==> src/rtl/atm_session_ctrl_if.sv <==
// atm_if: ATM front-panel bus between the panel (master) and the session controller (slave).
//   card_in, key_valid, key, enter, cancel, sel, amount : panel -> controller
//   state, balance, dispense, eject, error              : controller -> panel
interface atm_if #(parameter int BAL_W = 8);
  logic             card_in;
  logic             key_valid;
  logic [3:0]       key;
  logic             enter;
  logic             cancel;
  logic [1:0]       sel;
  logic [BAL_W-1:0] amount;
  logic [2:0]       state;
  logic [BAL_W-1:0] balance;
  logic             dispense;
  logic             eject;
  logic             error;
  modport master (
    output card_in, key_valid, key, enter, cancel, sel, amount,
    input  state, balance, dispense, eject, error
  );
  modport slave (
    input  card_in, key_valid, key, enter, cancel, sel, amount,
    output state, balance, dispense, eject, error
  );
endinterface

==> src/rtl/atm_session_ctrl.sv <==
// atm_session_ctrl: one-card ATM session FSM (PIN, menu, withdraw/deposit/balance, lockout, timeout).
//   clock  : rising-edge clock
//   resetn : asynchronous active-low reset
//   bus    : atm_if slave port (panel strobes/levels in; state code, balance, dispense, eject, error out)
module atm_session_ctrl #(
  parameter logic [15:0] PIN_CODE  = 16'h1234,
  parameter int          MAX_TRIES = 3,
  parameter int          TIMEOUT   = 255,
  parameter int          BAL_W     = 8,
  parameter int          INIT_BAL  = 100
) (
  input logic  clock,
  input logic  resetn,
  atm_if.slave bus
);
  typedef enum logic [2:0] {IDLE, PIN, MENU, WITHDRAW, DEPOSIT, BALANCE, LOCKED, EJECT} state_t;
  localparam logic [2:0] MAXT = 3'(MAX_TRIES);
  state_t           st, st_n;
  logic [BAL_W-1:0] bal, bal_n;
  logic [2:0]       tries, tries_n, cnt, cnt_n;
  logic [15:0]      digits, digits_n;
  logic [7:0]       timer;
  logic             dis, dis_n, err, err_n;
  logic             active, strobe, tmo;
  logic [BAL_W:0]   sum;
  assign active = st inside {PIN, MENU, WITHDRAW, DEPOSIT, BALANCE};
  assign strobe = bus.key_valid | bus.enter | bus.cancel;
  // timer holds the idle cycles already elapsed, so the TIMEOUT-th idle edge ejects
  assign tmo    = active && ({1'b0, timer} + 9'd1 == 9'(TIMEOUT));
  assign sum    = {1'b0, bal} + {1'b0, bus.amount};
  always_comb begin
    st_n     = st;
    bal_n    = bal;
    tries_n  = tries;
    digits_n = digits;
    cnt_n    = cnt;
    dis_n    = 1'b0;
    err_n    = st == LOCKED;
    if (st == LOCKED) begin
      st_n = LOCKED;
    end else if (!bus.card_in) begin
      st_n = IDLE;
    end else if (bus.cancel && active) begin
      st_n = EJECT;
    end else if (tmo) begin
      st_n = EJECT;
    end else begin
      case (st)
        IDLE: begin
          st_n     = PIN;
          digits_n = '0;
          cnt_n    = '0;
        end
        PIN: begin
          if (bus.enter) begin
            if (cnt == 3'd4 && digits == PIN_CODE) begin
              st_n    = MENU;
              tries_n = '0;
            end else if (tries + 3'd1 == MAXT) begin
              st_n  = LOCKED;
              err_n = 1'b1;
            end else begin
              tries_n  = tries + 3'd1;
              digits_n = '0;
              cnt_n    = '0;
              err_n    = 1'b1;
            end
          end else if (bus.key_valid && bus.key <= 4'd9 && cnt < 3'd4) begin
            digits_n = {digits[11:0], bus.key};
            cnt_n    = cnt + 3'd1;
          end
        end
        MENU: begin
          if (bus.enter) begin
            st_n  = bus.sel == 2'b01 ? WITHDRAW : bus.sel == 2'b10 ? DEPOSIT :
                    bus.sel == 2'b11 ? BALANCE : MENU;
            err_n = bus.sel == 2'b00;
          end
        end
        WITHDRAW: begin
          if (bus.enter) begin
            if (bus.amount != '0 && bus.amount <= bal) begin
              bal_n = bal - bus.amount;
              dis_n = 1'b1;
              st_n  = EJECT;
            end else begin
              err_n = 1'b1;
              st_n  = MENU;
            end
          end
        end
        DEPOSIT: begin
          if (bus.enter) begin
            // a carry out would wrap the balance, so the deposit is refused instead
            bal_n = sum[BAL_W] ? bal : sum[BAL_W-1:0];
            err_n = sum[BAL_W];
            st_n  = MENU;
          end
        end
        BALANCE: st_n = bus.enter ? MENU : BALANCE;
        default: st_n = st;
      endcase
    end
  end
  always_ff @(posedge clock or negedge resetn) begin
    if (!resetn) begin
      st     <= IDLE;
      bal    <= BAL_W'(INIT_BAL);
      tries  <= '0;
      digits <= '0;
      cnt    <= '0;
      timer  <= '0;
      dis    <= 1'b0;
      err    <= 1'b0;
    end else begin
      st     <= st_n;
      bal    <= bal_n;
      tries  <= tries_n;
      digits <= digits_n;
      cnt    <= cnt_n;
      timer  <= (st_n != st || strobe || !active) ? 8'd0 : timer + 8'd1;
      dis    <= dis_n;
      err    <= err_n;
    end
  end
  assign bus.state    = st;
  assign bus.balance  = bal;
  assign bus.dispense = dis;
  assign bus.error    = err;
  assign bus.eject    = st == EJECT;
endmodule

==> src/flat_wrapper.sv <==
// flat-port wrapper written by rule: the top's interface ports become plain ports
module atm_session_ctrl_flat 
#(
  parameter logic [15:0] PIN_CODE  = 16'h1234,
  parameter int          MAX_TRIES = 3,
  parameter int          TIMEOUT   = 255,
  parameter int          BAL_W     = 8,
  parameter int          INIT_BAL  = 100
)
  (clock, resetn, bus_card_in, bus_key_valid, bus_key, bus_enter, bus_cancel, bus_sel, bus_amount, bus_state, bus_balance, bus_dispense, bus_eject, bus_error);
  atm_if #(.BAL_W(BAL_W)) bus_i ();
  input logic clock;
  input logic resetn;
  input wire logic [$bits(bus_i.card_in)-1:0] bus_card_in;
  input wire logic [$bits(bus_i.key_valid)-1:0] bus_key_valid;
  input wire logic [$bits(bus_i.key)-1:0] bus_key;
  input wire logic [$bits(bus_i.enter)-1:0] bus_enter;
  input wire logic [$bits(bus_i.cancel)-1:0] bus_cancel;
  input wire logic [$bits(bus_i.sel)-1:0] bus_sel;
  input wire logic [$bits(bus_i.amount)-1:0] bus_amount;
  output wire logic [$bits(bus_i.state)-1:0] bus_state;
  output wire logic [$bits(bus_i.balance)-1:0] bus_balance;
  output wire logic [$bits(bus_i.dispense)-1:0] bus_dispense;
  output wire logic [$bits(bus_i.eject)-1:0] bus_eject;
  output wire logic [$bits(bus_i.error)-1:0] bus_error;
  assign bus_i.card_in = bus_card_in;
  assign bus_i.key_valid = bus_key_valid;
  assign bus_i.key = bus_key;
  assign bus_i.enter = bus_enter;
  assign bus_i.cancel = bus_cancel;
  assign bus_i.sel = bus_sel;
  assign bus_i.amount = bus_amount;
  assign bus_state = bus_i.state;
  assign bus_balance = bus_i.balance;
  assign bus_dispense = bus_i.dispense;
  assign bus_eject = bus_i.eject;
  assign bus_error = bus_i.error;
  atm_session_ctrl #(.PIN_CODE(PIN_CODE), .MAX_TRIES(MAX_TRIES), .TIMEOUT(TIMEOUT), .BAL_W(BAL_W), .INIT_BAL(INIT_BAL)) u_core (.clock(clock), .resetn(resetn), .bus(bus_i));
endmodule
==> config.mk <==
export PLATFORM = sky130hd
export DESIGN_NAME = atm_session_ctrl_flat
export DESIGN_NICKNAME = d
export VERILOG_FILES = /design/src/rtl/atm_session_ctrl_if.sv /design/src/rtl/atm_session_ctrl.sv /design/src/flat_wrapper.sv
export SDC_FILE = /design/constraint.sdc
export NUM_CORES = 1
export LEC_CHECK = 0
export CORE_MARGIN = 8
export CORE_UTILIZATION = 51
export DETAILED_ROUTE_END_ITERATION = 8
export PLACE_DENSITY = 0.76
export SYNTH_ARGS = -nofsm -noshare
export SYNTH_HDL_FRONTEND = slang
export SYNTH_SLANG_ARGS = --single-unit
export TNS_END_PERCENT = 5
==> constraint.sdc <==
create_clock -name clock -period 2.62 [get_ports clock]
set_clock_uncertainty 0.15 [all_clocks]
set_input_delay 0.786 -clock clock [delete_from_list [all_inputs] [get_ports clock]]
set_output_delay 0.786 -clock clock [all_outputs]
set_load 0.01 [all_outputs]
# Word level (Yosys, flattened, before mapping)
# Index checks and enable logic that the tools add are counted.
[word_totals]
regBits = 43
latchBits = 0
ram_bits = 0
mem_bits_ro = 0
inputBits = 20
output_inout_bits = 14
word_cells = 115
n_memories = 0
[op_classes]
add_sub_neg = 6
n_mul = 0
div = 0
n_lt_le_gt_ge = 3
n_eq_ne = 23
shift = 0
n_mux = 52
n_bitwise = 5
reduce_logical = 18
[ops]
columns = ["cell", "n"]
rows = [
  ["$mux 16", 4],
  ["$mux 3", 21],
  ["$mux 8", 5],
  ["$pmux 16 s2", 1],
  ["$pmux 3 s6", 1],
  ["$mux 1", 17],
  ["$eq 16x13->1 const B", 1],
  ["$pmux 8 s2", 1],
  ["$eq 3x3->1 const B", 5],
  ["$add 8x1->9 const B", 1],
  ["$add 8x8->9", 1],
  ["$eq 3x2->1 const B", 3],
  ["$eq 9x8->1 const B", 1],
  ["$ne 3x3->1 const B", 3],
  ["$reduce_and 9->1", 1],
  ["$add 8x1->8 const B", 1],
  ["$le 8x8->1", 1],
  ["$ne 2x2->1 const B", 4],
  ["$reduce_and 8->1", 1],
  ["$reduce_bool 8->1", 1],
  ["$sub 8x8->8", 1],
  ["$reduce_and 7->1", 1],
  ["$add 3x1->3 const B", 2],
  ["$logic_and 1x1->1", 6],
  ["other kinds (17)", 23],
]

# Longest topological paths before layout
[depth]
word_depth = 14
mapped_depth = 11
depth_no_buf = 10

# Least setup slack after synthesis
# No wires, ideal clock.
[synth_timing]
path_type = "input to register"
startpoint = "in bus_amount[0]"
endpoint = "reg u_core.bal[3], in the netlist u_core.bus.balance[3]"
setup_time_ns = 0.125
t_arrival_ns = 2.675
t_required_ns = 2.345
slack_ns = -0.330
cell_stages = 7
path_buffers = 0
cell_sequence = "ha_1 > fa_1 > o21ai_0 > o221ai_1 > o21ai_0 > o211ai_2 > mux2_2"
[synth_via]
elab_chain_len = 4
elab_cells_between_ends = 13
cone_classes = "2 x add/sub; 1 x order compare; 2 x eq/ne; 5 x mux; 3 x reduce/logical"
[synth_rtl]
columns = ["item", "line", "source"]
rows = [
  ["from (decl)", "flat_wrapper.sv:20", "input wire logic [$bits(bus_i.amount)-1:0] bus_amount;"],
  ["$add 8x8->9 (tied with other cells)", "atm_session_ctrl.sv:30", "assign sum = {1'b0, bal} + {1'b0, bus.amount};"],
  ["$mux 8 (tied with other cells)", "atm_session_ctrl.sv:95", "bal_n = sum[BAL_W] ? bal : sum[BAL_W-1:0];"],
  ["$mux 8 (tied with other cells)", "atm_session_ctrl.sv:93", "if (bus.enter) begin"],
  ["$pmux 8 s2 / $reduce_and 9->1 (equally long branches)", "-", ""],
  ["to (signal assigned)", "atm_session_ctrl.sv:108", "bal <= BAL_W'(INIT_BAL);"],
  ["to (signal assigned)", "atm_session_ctrl.sv:117", "bal <= bal_n;"],
  ["to (decl)", "atm_session_ctrl.sv:19", "logic [BAL_W-1:0] bal, bal_n;"],
]
# Several ways; a longest one is shown, not always the timed one. The select of a mux whose other input is x is not followed.
# A chain may end at the register's enable or synchronous reset.

# Worst setup path in the final report
[layout_timing]
startpoint = "in bus_amount[0]"
endpoint = "reg u_core.bal[7], in the netlist u_core.bus.balance[7]"
# The elaborated chain is that of the path after synthesis.

==> run_results.csv <==
group,metric,value,unit
sta,tightestPinTransition,0.548,ns
floorplan,die_y,92.6,um
setup_path,path_buf_inv,2,
synth,synth.mux.area_fraction,0.0468,
outcome,status,"complete, but fails checks",
clocking,clock-sinks,43,
synth,async_reset_ff_frac,1.00,
worst_hold_path,worstHoldPathType,"reg2reg",
setup_path,cp_slowest_cell,"fa_2",
grt,overflow,0,
routing,viasPerCell,5.60,
floorplan,start_util,0.518,
layout,stdcell_count,519,
floorplan,die_w,92.6,um
place,place_congestion,0.889,
sta,layout_min_cycle_time,2.62,ns
place,placed_cell_area,3790,um2
floorplan,core_area,5780,um2
synth,synthAdderAreaFrac,0.105,
synth,synth_area_leader_cell,"dfrtp_1",
setup_path,worstSetupPathType,"in2reg",
floorplan,fp.dieArea,8580,um2
outcome,violations,"negative setup slack",
synth,synth_top_family_by_area,"simple AND/OR/NAND/NOR gates",
grt,grt_max_degree,44,
grt,antenna_found_initial,0,
synth,synth_compound_area_frac,0.171,
layout,stdcell_area,4220,um2
synth,synth_top_area_frac,0.334,
pwr,powerDensity,870,nW/um2
sta,fin_ws,-0.000650,ns
clocking,cts_buffers,5,
pwr,ir_worst_vdd,0.000618,V
clocking,ctsHtreeMaxLevel,2,
synth,synth.yosys.seq_area_share,0.360,
routing,drc,0,
synth,yosys_register_bits,43,
setup_path,cp-end-kind,"flop",
sta,slew_viol_final,0,
setup_path,slowest_delay,0.35,ns
clocking,ctsHoldBuffers,0,
synth,syn_inst,350,
routing,antenna_left,0,
setup_path,critPathMaxFanout,7,
sta,setup_viol,1,
setup_path,cp-start-kind,"primary input",
routing,wirelength,8.17,mm
clocking,root_buffer,"clkbuf_8",
setup_path,crit_arrival,2.66,ns
synth,yosys.area_share.simple,0.230,
sta,max-slew-margin-rel,0.635,
setup_path,crit_chain,"buf_8 -> ha_4 -> inv_2 -> fa_2 -> o21ba_4 -> o21bai_4 -> a221o_1 -> a31oi_4 -> o211ai_4 -> mux2_4",
sta,finalHoldViolCount,0,
clocking,clk_pin_slew,0.08,ns
pwr,p_leak,1.89,nW
synth,synth_cell_types,55,
layout,drive_above_1_share,0.311,
place,post-place-cells,501,
sta,max_clock_freq,0.382,GHz
floorplan,std_cell_rows,28,
synth,netlist_area,3000,um2
synth,synth_warnings,0,
layout,area_growth,40.9,%
routing,first_pass_iters,5,
sta,rsz0062_at_grt,"true",
place,post-dp-hpwl,5.55,mm
clocking,clockBufferDepth,2,
clocking,clkLatencyLatePin,0.30,ns
grt,grt_pass1_vias,2815,
clocking,cts_tree,"yes",
synth,syn_nets,394,
pwr,power,3.67,mW
synth,synth_xor_area_frac,0.0380,
grt,grt_pass1_wl,13.0,mm
synth,avgSynthCellArea,8.56,um2
routing,drt_iter0_drc,172,
sta,post-route-period-util,1.00,
flow_run,drv_cap,0,
synth,synth_area_leaders,"dfrtp_1 33%, ha_1 9.2%, nand2_1 7.6%",
grt,globalRouteTotalUtil,0.185,
routing,routedWlPerCell,15.7,um
routing,num_vias,2906,
synth,synth-edff-count,0,
synth,yosys_most_used_dff,"dfrtp_1",
setup_path,required,2.65,ns
sta,setup_tns,-0.000650,ns
layout,diodes,0,
floorplan,top_level_ports,34,
setup_path,crit_family,"compound AO/OA/AOI/OAI gates",
layout,layout.nets,487,
place,io_buffer_count,33,
==> placed cells by master, fill, tap and decap left out, types with 6 or more instances in the layout <==
cell type	netlist	routed
buf_4	1	58
buf_6	0	6
dfrtp_1	40	38
a21oi_1	16	14
inv_2	0	6
nor2_1	31	27
o21ai_0	28	24
xnor2_1	8	8
nand2_1	61	59
clkdlybuf4s50_1	0	21
inv_1	23	17
mux2_4	0	6
nand2b_1	6	6
ha_1	22	14
ha_4	0	7
nand3_1	7	7
==> stage by stage <==
stage | util | setup WS (ns) | hold WS, ns
after detailed placement | 0.656 | -0.861 | 0.317
after global routing | 0.730 | -0.0708 | 0.358
after CTS | 0.702 | 0.00617 | 0.336
final | 0.730 | -0.000650 | 0.330
after floorplan | - | -0.149 | 0.291
after global placement | 0.656 | -0.799 | 0.313
==> registers in the layout, summed over array words and instances, names as in the netlist <==
name and cells:
u_core.bus.balance 8, u_core.bus.dispense 1, u_core.bus.error 1, u_core.bus.state 3
u_core.cnt 3, u_core.digits 16, u_core.timer 8, u_core.tries 3
==> where the power goes <==
group / switching, mW / internal (mW) / total, mW
Sequential: 0.146 / 0.817 / 0.963
Combinational: 1.13 / 1.17 / 2.30
Clock: 0.221 / 0.186 / 0.407
==> synthesized netlist by cell type, types with 6 or more instances <==
cell / count
clkbuf_1: 7
ha_1: 22
nor4_1: 6
dfrtp_1: 40
mux2_2: 8
a21oi_1: 16
xnor2_1: 8
o21ai_0: 28
nand2b_1: 6
nand2_1: 61
inv_1: 23
nand3_1: 7
nor2_1: 31
==> area by class of cell <==
cell class / count / area (um2)
tap: 75 / 93.8
sequential: 43 / 1080
timing repair buffer: 99 / 818
clock inverter: 2 / 12.5
inverter: 23 / 86.3
clock buffer: 6 / 72.6
multi-input combinational: 271 / 2060
fill: 395 / 1560
==> per-layer routing <==
layer  routed length (um)  global-route usage  share of wire
met5                    0                   0              0
met4                  203              0.0644          0.025
met3                  366              0.0405          0.045
met2                 4280               0.326           0.52
met1                 3320               0.217           0.41
==> timing repair <==
| item | in CTS | in global routing |
|---|---|---|
| setup endpoints to repair | 20 | 36 |
| cloned | 0 | 2 |
| pin swaps | 19 | 22 |
| setup buffers | 3 | 5 |
| gates resized for setup | 50 | 41 |
==> tightest hold or removal path, delay by kind of cell, from the launching register on <==
| kind | cells | cell delay [ns] |
|---|---|---|
| simple gates | 1 | 0.04 |
| flops | 1 | 0.35 |
| compound gates | 1 | 0.06 |
==> cell families after synthesis <==
family	after synthesis
xor gates and xnor gates	13
adders and majority gates	24
buffers and inverters	36
muxes	13
and+or+nand+nor	144
DFF	43
AOI/OAI and AO/OA	77
==> worst paths after layout <==
check                                              start  slack (ns)  cells after the start                                 to
max                                        bus_amount[0]     -0.0007                     10  u_core.bus.balance[7]$_DFFE_PN0P_
min                        u_core.digits[14]$_DFFE_PN0P_        0.33                      2      u_core.digits[14]$_DFFE_PN0P_
max reg2reg                    u_core.timer[0]$_DFF_PN0_        0.04                     10          u_core.timer[0]$_DFF_PN0_
min reg2reg                u_core.digits[14]$_DFFE_PN0P_        0.33                      2      u_core.digits[14]$_DFFE_PN0P_
max in group asynchronous                         resetn        1.51                      2          u_core.timer[5]$_DFF_PN0_
min in group asynchronous                         resetn        0.41                      2       u_core.digits[2]$_DFFE_PN0P_
Note: power is estimated with default switching activity, not from simulation.
